<file path="src/rtl/dpa_gadget_scheduler.sv">
// Round-robin scheduler placing two requesters onto one shared masked gadget array (DOM AND/OR, XOR).
// Optional build macro DPA_SCHED_SHARE_CLEAR_EN: zero the gadget inputs for one cycle after each response.
module dpa_gadget_scheduler #(
    parameter int REGISTER_WIDTH   = 32,
    parameter int NUMBER_OF_SHARES = 3,
    parameter int GADGET_LATENCY   = 1,
    localparam int SW = REGISTER_WIDTH * NUMBER_OF_SHARES,
    localparam int RW = REGISTER_WIDTH * NUMBER_OF_SHARES * (NUMBER_OF_SHARES - 1) / 2
) (
    input  logic                 clock,
    input  logic                 reset_n,
    input  logic [1:0]           req_valid,
    output logic [1:0]           req_ready,
    input  logic [1:0][1:0]      req_op,
    input  logic [1:0][SW-1:0]   req_x,
    input  logic [1:0][SW-1:0]   req_y,
    input  logic                 rnd_valid,
    output logic                 rnd_ready,
    input  logic [RW-1:0]        rnd_data,
    output logic [1:0]           gadget_op,
    output logic [SW-1:0]        gadget_x,
    output logic [SW-1:0]        gadget_y,
    output logic [RW-1:0]        gadget_r,
    input  logic [SW-1:0]        gadget_s,
    output logic                 resp_valid,
    input  logic                 resp_ready,
    output logic                 resp_id,
    output logic                 resp_err,
    output logic [SW-1:0]        resp_s,
    output logic [1:0]           dbg_state
);

    localparam logic [1:0] OP_AND = 2'b00;
    localparam logic [1:0] OP_OR  = 2'b01;
    localparam logic [1:0] OP_RSV = 2'b11;

    localparam int CW = $clog2(GADGET_LATENCY + 1);
    localparam logic [CW-1:0] CNT_LAST = CW'(GADGET_LATENCY);

    typedef enum logic [1:0] {
        ST_IDLE  = 2'd0,
        ST_EXEC  = 2'd1,
        ST_RESP  = 2'd2,
        ST_CLEAR = 2'd3
    } state_t;

    state_t          state_q;
    logic            last_q;
    logic [CW-1:0]   cnt_q;
    logic [1:0]      gadget_op_q;
    logic [SW-1:0]   gadget_x_q;
    logic [SW-1:0]   gadget_y_q;
    logic [RW-1:0]   gadget_r_q;
    logic            resp_valid_q;
    logic            resp_id_q;
    logic            resp_err_q;
    logic [SW-1:0]   resp_s_q;

    logic [1:0]      nonlinear;
    logic [1:0]      eligible;
    logic            win_id;
    logic            grant;
    logic [1:0]      win_op;

    // Handshakes: a transfer happens on a rising edge where valid and ready are both high;
    // req_ready/rnd_ready are combinational grants, resp_valid is held until resp_ready.
    assign nonlinear[0] = (req_op[0] == OP_AND) || (req_op[0] == OP_OR);
    assign nonlinear[1] = (req_op[1] == OP_AND) || (req_op[1] == OP_OR);
    assign eligible[0]  = req_valid[0] && (!nonlinear[0] || rnd_valid);
    assign eligible[1]  = req_valid[1] && (!nonlinear[1] || rnd_valid);

    // On a tie the requester that did not win last time goes first.
    assign win_id = (eligible == 2'b11) ? ~last_q : eligible[1];
    assign grant  = (state_q == ST_IDLE) && (|eligible);
    assign win_op = req_op[win_id];

    assign req_ready = grant ? (win_id ? 2'b10 : 2'b01) : 2'b00;
    assign rnd_ready = grant && nonlinear[win_id];

    always_ff @(posedge clock or negedge reset_n) begin
        if (!reset_n) begin
            state_q      <= ST_IDLE;
            last_q       <= 1'b1;
            cnt_q        <= '0;
            gadget_op_q  <= '0;
            gadget_x_q   <= '0;
            gadget_y_q   <= '0;
            gadget_r_q   <= '0;
            resp_valid_q <= 1'b0;
            resp_id_q    <= 1'b0;
            resp_err_q   <= 1'b0;
            resp_s_q     <= '0;
        end else begin
            case (state_q)
                ST_IDLE: begin
                    if (grant) begin
                        last_q    <= win_id;
                        resp_id_q <= win_id;
                        cnt_q     <= '0;
                        if (win_op == OP_RSV) begin
                            // Reserved opcodes never touch the gadget or the randomness source.
                            resp_err_q   <= 1'b1;
                            resp_s_q     <= '0;
                            resp_valid_q <= 1'b1;
                            state_q      <= ST_RESP;
                        end else begin
                            gadget_op_q <= win_op;
                            gadget_x_q  <= req_x[win_id];
                            gadget_y_q  <= req_y[win_id];
                            gadget_r_q  <= nonlinear[win_id] ? rnd_data : '0;
                            resp_err_q  <= 1'b0;
                            state_q     <= ST_EXEC;
                        end
                    end
                end
                ST_EXEC: begin
                    if (cnt_q == CNT_LAST) begin
                        resp_s_q     <= gadget_s;
                        resp_valid_q <= 1'b1;
                        state_q      <= ST_RESP;
                    end else begin
                        cnt_q <= cnt_q + CW'(1);
                    end
                end
                ST_RESP: begin
                    if (resp_ready) begin
                        resp_valid_q <= 1'b0;
`ifdef DPA_SCHED_SHARE_CLEAR_EN
                        gadget_op_q <= '0;
                        gadget_x_q  <= '0;
                        gadget_y_q  <= '0;
                        gadget_r_q  <= '0;
                        state_q     <= ST_CLEAR;
`else
                        state_q     <= ST_IDLE;
`endif
                    end
                end
                ST_CLEAR: begin
                    state_q <= ST_IDLE;
                end
                default: begin
                    state_q <= ST_IDLE;
                end
            endcase
        end
    end

    assign gadget_op  = gadget_op_q;
    assign gadget_x   = gadget_x_q;
    assign gadget_y   = gadget_y_q;
    assign gadget_r   = gadget_r_q;
    assign resp_valid = resp_valid_q;
    assign resp_id    = resp_id_q;
    assign resp_err   = resp_err_q;
    assign resp_s     = resp_s_q;
    assign dbg_state  = state_q;

endmodule

</file>
<file path="config.mk">
export PLATFORM = sky130hd
export DESIGN_NAME = dpa_gadget_scheduler
export DESIGN_NICKNAME = d
export VERILOG_FILES = /design/src/rtl/dpa_gadget_scheduler.sv
export SDC_FILE = /design/constraint.sdc
export NUM_CORES = 1
export LEC_CHECK = 0
export CORE_AREA = 10 10 376 378
export DETAILED_ROUTE_END_ITERATION = 8
export DIE_AREA = 0 0 386 388
export HOLD_SLACK_MARGIN = 0.02
export SKIP_CTS_REPAIR_TIMING = 1
export SYNTH_ARGS = -nofsm -noshare
export SYNTH_HDL_FRONTEND = slang
export SYNTH_SLANG_ARGS = --single-unit
</file>
<file path="constraint.sdc">
create_clock -name clock -period 3.8 [get_ports clock]
set_clock_uncertainty 0.15 [all_clocks]
set_input_delay 0.76 -clock clock [delete_from_list [all_inputs] [get_ports clock]]
set_output_delay 0.76 -clock clock [all_outputs]
set_load 0.05 [all_outputs]
</file>
==> results.md <==
- Clk Latency, worst-skew pair: 0.61 ns
- Sequential cell area: 0.00984 mm^2
- Cell Area, Synth: 0.0162 mm^2
- Post-layout util: 22.7%
- Vias/cell: 3.74
- FFs w/ async S/R, synth: 100%
- Final setup vio count: 0
- Syn avg cell area: 12.2 um^2
- Fin crit share: 87.0%
- Distinct cells, synth: 33
- Routed len/inst: 23.4 um
- Post-Syn Instances: 1,334
- IO buf count: 979
- Post-Place Cells: 4,019
- Routability cong.: 0.860
- CP Max Fanout: 5
- Die W: 386 um
- Reg2Reg Setup Slack: 1.16 ns
- Fillers: 14,298
- Setup tns final: 0 ns
- First-pass GRT wire length: 132,000 um
- CP Data Arrival Time: 2.40 ns
- Status: complete, no violations
- Max-slew violations: 0
- Die H: 388 um
- Tmin final: 3.31 ns
- Met3 usage: 4.52%
- H-tree levels: 2
- M1 GR Usage: 14.6%
- Reg2Reg Depth: 6
- Yosys top cell by area: dfrtp_1
- Synth Flop Type: dfrtp_1
- Clk pin slew, worst setup/hold paths: 0.06 ns
- Synth area leaders: dfrtp_1, a21oi_1, mux2i_1
- Drt drc: 0
- Initial antenna violation count: 13
- Gr ovfl total: 0
- Kind of critical path: primary input to output pin
- Post-synth top cells: dfrtp_1, a21oi_1, a22o_1, mux2i_1, buf_2
- Register area share after synthesis: 60.5%
- Iteration count of the initial detailed-routing pass: 5
- Core area: 0.133 mm^2
- CTS sink cnt: 393
- CP required: 2.89 ns
- Reg2reg start: dbg_state[1]
- Startpoint type of the worst setup path: primary input
- VDD IR max: 462 uV
- GRT Overall Usage: 12.1%
- M2 GR Usage: 20.2%
- Syn. warnings: 0
- Global route hottest layer: met2
- 1st-iter DRT viols: 997
- CTS tree: built
- DIE AREA: 0.150 mm^2
- Initial Util: 12.2%
- RSZ-0062 raised after global routing: no
- Worst slew margin: 21.5%
- Pwr/cell area: 1010 mW/mm^2
- Num rows: 134
- Multi-input logic area: 0.00585 mm^2
- Root Driver: clkbuf_16
- Routed WL: 96,400 um
- Fin nets: 2,888
- Fin cells: 4,115
- Most instantiated library cell after synthesis: dfrtp_1
- Synth Net Count: 1,920
- IO Count: 980
- Highest clock rate: 302 MHz
- Area share of the largest cell type after synthesis: 60.4%
- Type of element capturing the critical path: output pin
- Share of post-route cells with drive strength above 1: 6.75%
- Worst slew pin tran: 1.18 ns
- Inserted Clock Buffers: 49
- Post-DP HPWL: 77,700 um
- Setup crit start: req_valid[1]
- Vias in the first global route: 16,591
- Layout area overhead: 86.1%
- Number of flops mapped to enable cells by yosys: 0
- Pin count of the biggest net entering global routing: 157
- Hold Vio Cnt, Final: 0
- Routed Antenna Nets: 0
- Clock Path Buffers: 3
- Tightest Hold Check Type: primary input to async pin
- Leak: 12.7 nW
- #FFs+latches synth: 393
- Max-cap violation count: 0
- Via count: 15,406
-- final timing paths --
kind,end
worst max-delay path,rnd_ready
worst min-delay path,gadget_r[62]
worst max register to register,gadget_x[67]
worst min register to register,gadget_r[1]
max in group asynchronous,resp_s[71]
min in group clock,gadget_r[1]
-- state kept, by name, summed over array words and instances (netlist names), 2 cells and up --
name / cells
gadget_op: 2
resp_s: 96
dbg_state: 2
gadget_r: 96
gadget_y: 96
gadget_x: 96
-- metal layers --
metal	share of wire [%]	vias up
met2	49	635
met4	1.7	10
met1	40	7745
met5	0.059	-
li1	-	6917
met3	9.5	99
-- critical path, cell delays in order --
cell             delay, ns
clkdlybuf4s50_1       0.51
o21a_1                0.23
a221oi_2              0.37
nand2b_1              0.23
a21oi_4               0.10
buf_12                0.19
-- where the power goes --
part           switching, mW  internal (mW)
Clock                   1.98           3.04
Combinational           12.1           5.83
Sequential              1.33           6.26
-- area by class of cell --
cell class,count,share of cell area [%]
inverters,3,0.0372
multi-input cells,811,19.3
diodes,5,0.0414
well taps,1768,7.32
flip-flops and latches,393,32.5
clock inverters,16,0.919
clock buffers,75,4.77
repair buffers,1044,35.0
-- logic make-up (layout without fill, tap and decap cells) --
kind of cell	Yosys count	after routing	share of synthesized area [%]
compound gates	599	599	23.2
flops	393	393	60.5
mux	192	192	11.8
buf+inv	130	1138	3.74
simple gates	20	20	0.701
other cells	0	5	0
-- layout by cell type, fill, tap and decap left out, drive strengths merged, types with 2 or more instances in the layout --
| cell type | Yosys | layout |
|---|---|---|
| a21o | 2 | 2 |
| a21oi | 389 | 389 |
| a22o | 192 | 192 |
| and2 | 2 | 2 |
| buf | 78 | 69 |
| bufinv | 0 | 6 |
| clkbuf | 49 | 75 |
| clkdlybuf4s50 | 0 | 975 |
| clkinv | 0 | 4 |
| dfrtp | 392 | 392 |
| diode | 0 | 5 |
| inv | 3 | 8 |
| mux2i | 192 | 192 |
| nand2 | 3 | 3 |
| nand2b | 3 | 3 |
| nor2 | 6 | 6 |
| nor3b | 2 | 2 |
| o21a | 2 | 2 |
| o21ai | 7 | 7 |
| or2 | 2 | 2 |
-- per-stage QoR --
step / power (mW) / area [um^2] / worst slack, ns / hold WS [ns]
2_1_floorplan: 17.9 / 16200 / 0.402 / 0.314
3_5_place_dp: 25.7 / 28500 / 0.423 / 0.331
3_3_place_gp: 25.6 / 28500 / 0.468 / 0.331
6_report: 30.6 / 30200 / 0.493 / 0.0351
4_1_cts: 31.0 / 30200 / 0.496 / -0.00590
5_1_grt: 31.9 / 30200 / 0.407 / 0.0226
Power figures use the tool's default switching activity.
